File: src/rtl/pixel_scanner_if.sv
// Coordinate stream between pixel_scanner and its consumer (ray_generator).
// Combinational bundle only; no state.
// Consumer stalls the stream by deasserting coords_ready.
interface pixel_scanner_if;
  logic [31:0] screen_x;
  logic [31:0] screen_y;
  logic        coords_valid;
  logic        coords_ready;
  logic        line_last;
  logic        frame_last;

  // Producer side: the scanner drives coordinates and markers.
  modport master (
    output screen_x,
    output screen_y,
    output coords_valid,
    output line_last,
    output frame_last,
    input  coords_ready
  );

  // Consumer side: accepts coordinates, drives ready.
  modport slave (
    input  screen_x,
    input  screen_y,
    input  coords_valid,
    input  line_last,
    input  frame_last,
    output coords_ready
  );
endinterface

File: src/rtl/pixel_scanner.sv
// Raster-order pixel sequencer feeding (screen_x, screen_y) to ray_generator.
// Latency: start -> first coordinate valid 1 cycle; 1 pixel/cycle with ready held high.
// Backpressure: coords_ready low holds coordinates and markers stable; valid never drops except on abort/reset.
module pixel_scanner #(
  parameter int SCREEN_WIDTH  = 640,
  parameter int SCREEN_HEIGHT = 480
) (
  input  logic                   clk,
  input  logic                   rst,
  input  logic                   start,
  input  logic                   continuous,
  input  logic                   abort,
  pixel_scanner_if.master        coords,
  output logic                   busy,
  output logic                   frame_done,
  output logic [15:0]            frame_count
);

  // Counter widths; a 1-pixel dimension still gets a 1-bit counter.
  localparam int XW = (SCREEN_WIDTH  > 1) ? $clog2(SCREEN_WIDTH)  : 1;
  localparam int YW = (SCREEN_HEIGHT > 1) ? $clog2(SCREEN_HEIGHT) : 1;

  localparam logic [XW-1:0] X_MAX = XW'(SCREEN_WIDTH  - 1);
  localparam logic [YW-1:0] Y_MAX = YW'(SCREEN_HEIGHT - 1);

  typedef enum logic {
    IDLE = 1'b0,
    SCAN = 1'b1
  } state_t;

  state_t         state_q,       state_d;
  logic [XW-1:0]  x_cnt_q,       x_cnt_d;
  logic [YW-1:0]  y_cnt_q,       y_cnt_d;
  logic           valid_q,       valid_d;
  logic           busy_q,        busy_d;
  logic           line_last_q,   line_last_d;
  logic           frame_last_q,  frame_last_d;
  logic           frame_done_q,  frame_done_d;
  logic [15:0]    frame_count_q, frame_count_d;

  logic           accept;
  logic           last_pixel;

  // Handshake and end-of-frame detection on the current (registered) beat.
  assign accept     = valid_q && coords.coords_ready;
  assign last_pixel = (x_cnt_q == X_MAX) && (y_cnt_q == Y_MAX);

  // Next-state: abort overrides everything; markers are derived from the next
  // counter values so they are registered alongside the coordinates.
  always_comb begin
    state_d       = state_q;
    x_cnt_d       = x_cnt_q;
    y_cnt_d       = y_cnt_q;
    frame_done_d  = 1'b0;
    frame_count_d = frame_count_q;

    if (abort) begin
      state_d = IDLE;
      x_cnt_d = '0;
      y_cnt_d = '0;
    end else begin
      case (state_q)
        IDLE: begin
          if (start) begin
            state_d = SCAN;
            x_cnt_d = '0;
            y_cnt_d = '0;
          end
        end
        SCAN: begin
          if (accept) begin
            if (last_pixel) begin
              x_cnt_d       = '0;
              y_cnt_d       = '0;
              frame_done_d  = 1'b1;
              frame_count_d = frame_count_q + 16'd1;
              state_d       = continuous ? SCAN : IDLE;
            end else if (x_cnt_q != X_MAX) begin
              x_cnt_d = x_cnt_q + XW'(1);
            end else begin
              x_cnt_d = '0;
              y_cnt_d = y_cnt_q + YW'(1);
            end
          end
        end
        default: state_d = IDLE;
      endcase
    end

    valid_d      = (state_d == SCAN);
    busy_d       = (state_d == SCAN);
    line_last_d  = valid_d && (x_cnt_d == X_MAX);
    frame_last_d = line_last_d && (y_cnt_d == Y_MAX);
  end

  // Single register stage for state, counters and every output.
  always_ff @(posedge clk or negedge rst) begin
    if (!rst) begin
      state_q       <= IDLE;
      x_cnt_q       <= '0;
      y_cnt_q       <= '0;
      valid_q       <= 1'b0;
      busy_q        <= 1'b0;
      line_last_q   <= 1'b0;
      frame_last_q  <= 1'b0;
      frame_done_q  <= 1'b0;
      frame_count_q <= '0;
    end else begin
      state_q       <= state_d;
      x_cnt_q       <= x_cnt_d;
      y_cnt_q       <= y_cnt_d;
      valid_q       <= valid_d;
      busy_q        <= busy_d;
      line_last_q   <= line_last_d;
      frame_last_q  <= frame_last_d;
      frame_done_q  <= frame_done_d;
      frame_count_q <= frame_count_d;
    end
  end

  assign coords.screen_x     = 32'(x_cnt_q);
  assign coords.screen_y     = 32'(y_cnt_q);
  assign coords.coords_valid = valid_q;
  assign coords.line_last    = line_last_q;
  assign coords.frame_last   = frame_last_q;
  assign busy                = busy_q;
  assign frame_done          = frame_done_q;
  assign frame_count         = frame_count_q;

  // A stalled beat must be held unchanged on the following cycle.
  a_stall_hold: assert property (@(posedge clk) disable iff (!rst)
    (coords.coords_valid && !coords.coords_ready && !abort) |=>
      (coords.coords_valid && $stable(coords.screen_x) && $stable(coords.screen_y)));

endmodule

File: src/flat_wrapper.sv
// flat-port wrapper written by rule: the top's interface ports become plain ports
module pixel_scanner_flat 
#(
  parameter int SCREEN_WIDTH  = 640,
  parameter int SCREEN_HEIGHT = 480
)
  (clk, rst, start, continuous, abort, busy, frame_done, frame_count, coords_screen_x, coords_screen_y, coords_coords_valid, coords_line_last, coords_frame_last, coords_coords_ready);
  pixel_scanner_if coords_i ();
  input  logic clk;
  input  logic rst;
  input  logic start;
  input  logic continuous;
  input  logic abort;
  output logic busy;
  output logic frame_done;
  output logic [15:0] frame_count;
  output wire logic [$bits(coords_i.screen_x)-1:0] coords_screen_x;
  output wire logic [$bits(coords_i.screen_y)-1:0] coords_screen_y;
  output wire logic [$bits(coords_i.coords_valid)-1:0] coords_coords_valid;
  output wire logic [$bits(coords_i.line_last)-1:0] coords_line_last;
  output wire logic [$bits(coords_i.frame_last)-1:0] coords_frame_last;
  input wire logic [$bits(coords_i.coords_ready)-1:0] coords_coords_ready;
  assign coords_screen_x = coords_i.screen_x;
  assign coords_screen_y = coords_i.screen_y;
  assign coords_coords_valid = coords_i.coords_valid;
  assign coords_line_last = coords_i.line_last;
  assign coords_frame_last = coords_i.frame_last;
  assign coords_i.coords_ready = coords_coords_ready;
  pixel_scanner #(.SCREEN_WIDTH(SCREEN_WIDTH), .SCREEN_HEIGHT(SCREEN_HEIGHT)) u_core (.clk(clk), .rst(rst), .start(start), .continuous(continuous), .abort(abort), .coords(coords_i), .busy(busy), .frame_done(frame_done), .frame_count(frame_count));
endmodule
File: config.mk
export PLATFORM = sky130hd
export DESIGN_NAME = pixel_scanner_flat
export DESIGN_NICKNAME = d
export VERILOG_FILES = /design/src/rtl/pixel_scanner_if.sv /design/src/rtl/pixel_scanner.sv /design/src/flat_wrapper.sv
export SDC_FILE = /design/constraint.sdc
export NUM_CORES = 1
export LEC_CHECK = 0
export BUFFER_PORTS_ARGS = -buffer_cell sky130_fd_sc_hd__buf_2
export CELL_PAD_IN_SITES_DETAIL_PLACEMENT = 1
export CELL_PAD_IN_SITES_GLOBAL_PLACEMENT = 1
export CORE_MARGIN = 3
export CORE_UTILIZATION = 31
export DETAILED_ROUTE_END_ITERATION = 7
export PLACE_DENSITY = 0.72
export SLEW_MARGIN = 10
export SYNTH_ARGS = -nofsm -noshare
export SYNTH_HDL_FRONTEND = slang
export SYNTH_SLANG_ARGS = --single-unit
File: constraint.sdc
create_clock -name clk -period 4.6 [get_ports clk]
set_input_delay 0.46 -clock clk [delete_from_list [all_inputs] [get_ports clk]]
set_output_delay 0.46 -clock clk [all_outputs]
set_load 0.03 [all_outputs]
# == Yosys cells after proc, flatten, opt, wreduce, memory -nomap -nowiden ==
# Index checks and enable logic that the tools add are counted.
# totals
in_bits,6
output_inout_bits,85
wordCells,44
reg_bits,39
# op_classes
muxes,22
n_bitwise,2
n_eq_ne,5
n_addsub,3
n_reduce_logical,5
# op_table
operator,count
10-bit 2-to-1 mux,5
9-bit 2-to-1 mux,5
10-bit == test (second input constant),2
10-bit one-hot mux with 2 select lines,1
9-bit == test (second input constant),2
9-bit one-hot mux with 2 select lines,1
16-bit by 1-bit adder with 16-bit output (second input constant),1
10-bit by 1-bit adder with 10-bit output (second input constant),1
10-bit inequality test (second input constant),1
9-bit by 1-bit adder with 9-bit output (second input constant),1
1-bit 2-to-1 mux,9
1-bit logical AND,4
4-bit AND reduction,1
1-bit inverter,2
1-bit one-hot mux with 2 select lines,1

# == Logic depth before layout (Yosys ltp) ==
# depth
ltp_word,9
depth_mapped,10
mapped_depth_nobuf,7

# == Worst setup path after synthesis ==
# No wires, ideal clock.
# synth_timing
kind,register -> register
from,reg u_core.y_cnt_q[0]
to,reg u_core.frame_count_q[7] (netlist: u_core.frame_count[7])
period_less_slack_ns,2.278
setup_time_ns,0.134
t_arrival_ns,2.144
required_time_ns,4.466
stages_incl_launch_ff,10
setup_slack_ns,2.322
n_path_buf,2
cell_sequence,dfrtp_1 ha_1 and4_1 and4_4 and3_1 buf_4 and4_1 buf_4 nand4_1 xnor2_1
# synth_via
elab_chain_len,3
# synth_rtl
item,line,text
from (decl),pixel_scanner.sv:33,"logic [YW-1:0] y_cnt_q, y_cnt_d;"
from (signal assigned),pixel_scanner.sv:111,y_cnt_q <= y_cnt_d;
9-bit == test,pixel_scanner.sv:46,assign last_pixel = (x_cnt_q == X_MAX) && (y_cnt_q == Y_MAX);
1-bit logical AND,pixel_scanner.sv:46,
4-bit AND reduction (no source line),-,
to (signal assigned),pixel_scanner.sv:117,frame_count_q <= frame_count_d;
to (decl),pixel_scanner.sv:39,"logic [15:0] frame_count_q, frame_count_d;"
# No other way between the ends.
# A chain may end at the register's enable or synchronous reset.

# == Worst setup path after layout ==
# layout_timing
from,reg u_core.x_cnt_q[0]
to,reg u_core.frame_last_q (netlist: u_core.coords.frame_last)
# layout_via
elab_chain_len,9
word_cells_on_any_way,23
classes_between,add/sub (1); eq/ne (4); mux (15); reduce/logical (3)
# layout_rtl
item,line,text
from (decl),pixel_scanner.sv:32,"logic [XW-1:0] x_cnt_q, x_cnt_d;"
from (signal assigned),pixel_scanner.sv:110,x_cnt_q <= x_cnt_d;
10-bit by 1-bit adder with 10-bit output (tied with other cells),pixel_scanner.sv:79,x_cnt_d = x_cnt_q + XW'(1);
10-bit 2-to-1 mux or 1-bit logical AND (tied branches),"pixel_scanner.sv:78, pixel_scanner.sv:46",
10-bit 2-to-1 mux,pixel_scanner.sv:72,if (last_pixel) begin
10-bit 2-to-1 mux,pixel_scanner.sv:71,if (accept) begin
10-bit one-hot mux with 2 select lines,pixel_scanner.sv:62,case (state_q)
10-bit 2-to-1 mux,pixel_scanner.sv:57,if (abort) begin
10-bit == test,pixel_scanner.sv:92,line_last_d = valid_d && (x_cnt_d == X_MAX);
1-bit logical AND *,pixel_scanner.sv:92,
via u_core.line_last_d,pixel_scanner.sv:36,"logic line_last_q, line_last_d;"
1-bit logical AND *,pixel_scanner.sv:93,frame_last_d = line_last_d && (y_cnt_d == Y_MAX);
via u_core.frame_last_d,pixel_scanner.sv:37,"logic frame_last_q, frame_last_d;"
to (signal assigned),pixel_scanner.sv:115,frame_last_q <= frame_last_d;
to (decl),pixel_scanner.sv:37,
# The timed path passes the listed nets; every way through them passes the cells marked *.

==> results_dict.tcl <==
set metrics [dict create \
    crit_fanout 13 \
    grt_pass1_wl_microns 9400 \
    synth.avg_cell_area_sq_um 9.26 \
    synthTopCellsByArea "dfrtp_1 (41%), buf_4 (15%), xor2_1 (4.8%), xnor2_1 (4.4%), nor2_1 (4.3%)" \
    period_minus_slack_ns 2.44 \
    gp_congestion 0.861 \
    final_hold_viol_count 0 \
    hp-class "in2async" \
    cts_tree "built" \
    diodes 0 \
    synthAdderAreaFrac 0.0158 \
    clockBufferDepth 2 \
    synth_top_family_by_area "simple AND/OR/NAND/NOR gates" \
    overflow 0 \
    p_per_area_nw_per_um2 250 \
    area_growth_pct 8.73 \
    finalSetupViolCount 0 \
    viasPerCell 4.55 \
    synth_edf_count 0 \
    core-area_sq_um 7330 \
    ant_nets 0 \
    ys_ff_latch 39 \
    arrival_ns 2.67 \
    nFillCells 889 \
    final_cell_mix "conb_1 (45), buf_2 (45), dfrtp_1 (39)" \
    ys_types 42 \
    stdcell_count 399 \
    seqCellArea_sq_um 976 \
    antenna_found_initial 0 \
    path_clk_slew_ns 0.09 \
    synthXorXnorAreaFrac 0.0920 \
    start_kind "register" \
    post_cts_buffers 0 \
    cts_root_buffer "clkbuf_8" \
    initial_core_util 0.325 \
    drc_errors 0 \
    cts_resized 0 \
    crit_path_end_kind "register" \
    die_x_microns 93.6 \
    rsz0062_at_grt "false" \
    drive_gt1_frac 0.193 \
    tightest_slew_ns 0.864 \
    cts-buffers-inserted 5 \
    htree_num_levels 2 \
    synth_top_area_frac 0.410 \
    async_flop_share 1.00 \
    p_leak_nw 1.34 \
    synth_largest_area_cell "dfrtp_1" \
    multiInputGateArea_sq_um 1150 \
    ys.flop_type "dfrtp_1" \
    ys_seq_area_frac 0.410 \
    num_rows 31 \
    vdd_drop_max_v 0.0000846 \
    yosys.area_share.simple 0.234 \
    grt_pass1_vias 1924 \
    final_cell_area_sq_um 2590 \
    fin_crit_sh 0.531 \
    clock_latency_ns 0.29 \
    grt.total_usage 0.135 \
    syn_area_sq_um 2380 \
    drt-total-wl_microns 5560 \
    hpwlAfterDp_microns 4210 \
    ios 91 \
    fin_tns_setup_ns 0 \
    wl_per_cell_microns 13.9 \
    yosysWarnings 0 \
    die_h_microns 93.6 \
    clock.fmax_mhz 410 \
    muxShareOfSynthArea 0.0179 \
    port_buffers 45 \
    post_dp_cell_area_sq_um 2500 \
    drt-initial-drc-count 49 \
    slew_violations 0 \
    hold_buffers 0 \
    finClkSkew_ns 0.0119 \
    layout.nets 308 \
    drtPass1Iterations 4 \
    die_area_sq_um 8760 \
    numPlacedInstances 391 \
    required_ns 4.82 \
    relSlewSlack 0.424 \
    status "finished clean" \
    path_class "reg2reg" \
    synth_compound_area_frac 0.0531 \
    grt_max_degree 40 \
    dr_total_vias 1814 \
    synthesis.instances 257 \
    cts_sinks 39 \
    cap_viol_max_count 0 \
]
[worst max-delay path, stage by stage (launching register included)]
cell,delay (ns)
dfrtp_1,0.44
ha_1,0.27
and4_1,0.29
nand3_1,0.37
nand2b_1,0.24
nand2b_1,0.23
nor4_2,0.31
and4_1,0.22
[layout make-up]
cell class,instances,share of cell area
Multi-Input combinational cell,201,0.445
Sequential cell,39,0.377
Timing Repair Buffer,45,0.0870
Tap cell,99,0.0479
Clock buffer,5,0.0266
Inverter,7,0.0102
Clock inverter,3,0.00580
[sequential cells by signal, summed over array words and instances, names as in the netlist]
register	flops
u_core.x_cnt_q	10
u_core.frame_count	16
u_core.state_q	1
u_core.coords.frame_last	1
u_core.y_cnt_q	9
u_core.coords.line_last	1
u_core.frame_done	1
[cells by family after synthesis]
family                   after synthesis
AND/OR/NAND/NOR                      104
buffers and inverters                 61
flip-flops                            39
XOR/XNOR                              25
AO/OA/AOI/OAI                         20
multiplexers                           4
adder cells (fa/ha/maj)                3
other                                  1
[synth_stat cells, types with 2 or more instances]
master    number
ha_1           3
clkbuf_1       2
a21oi_1        6
o21ai_0        4
nor2_1        27
nand4_1        9
xor2_1        13
inv_1          7
xnor2_1       12
nor2b_1        4
and2_1         2
nand3_1       14
a31oi_1        2
nor3_1         5
mux2_2         2
buf_4         49
and3_1         6
and4_1         7
nand2_1       17
o31ai_1        2
dfrtp_1       39
mux2i_1        2
clkbuf_2       2
nand2b_1       2
nor4_1         2
[per-layer routing]
metal,up-vias,wire length [microns],global-route usage
met5,-,0,0
met2,64,2600,0.227
met1,877,2550,0.172
li1,865,-,-
met4,0,75,0.0421
met3,8,332,0.0306
[per-stage QoR]
| stage | power, W | utilization | hold slack (ns) | setup slack, ns |
|---|---|---|---|---|
| floorplan | 0.000441 | - | 0.164 | 2.32 |
| global placement | 0.000425 | 0.342 | 0.458 | 2.27 |
| detailed placement | 0.000425 | 0.342 | 0.463 | 2.15 |
| CTS | 0.000656 | 0.353 | 0.326 | 2.14 |
| global route | 0.000677 | 0.353 | 0.365 | 1.82 |
| finish | 0.000648 | 0.353 | 0.280 | 2.16 |
[where the power goes]
| group | leakage (nW) | switching, W | internal (W) |
|---|---|---|---|
| clock | 0.0477 | 0.000125 | 0.000104 |
| sequential | 0.543 | 0.00000235 | 0.000343 |
| combinational | 0.753 | 0.0000674 | 0.00000521 |
[path summary, 6_finish.rpt]
path,start,endpoint,slack (ns),depth (start not counted)
worst max-delay path,u_core.x_cnt_q[0]$_DFF_PN0_,u_core.coords.frame_last$_DFF_PN0_,2.16,7
worst min-delay path,rst,u_core.x_cnt_q[4]$_DFF_PN0_,0.28,1
worst max register to register,u_core.x_cnt_q[0]$_DFF_PN0_,u_core.coords.frame_last$_DFF_PN0_,2.16,7
worst min register to register,u_core.frame_count[15]$_DFFE_PN0P_,u_core.frame_count[15]$_DFFE_PN0P_,0.46,1
max in group asynchronous,rst,u_core.y_cnt_q[8]$_DFF_PN0_,3.77,1
min in group clk,abort,u_core.x_cnt_q[6]$_DFF_PN0_,0.40,2
Note: power is estimated with default switching activity, not from simulation.
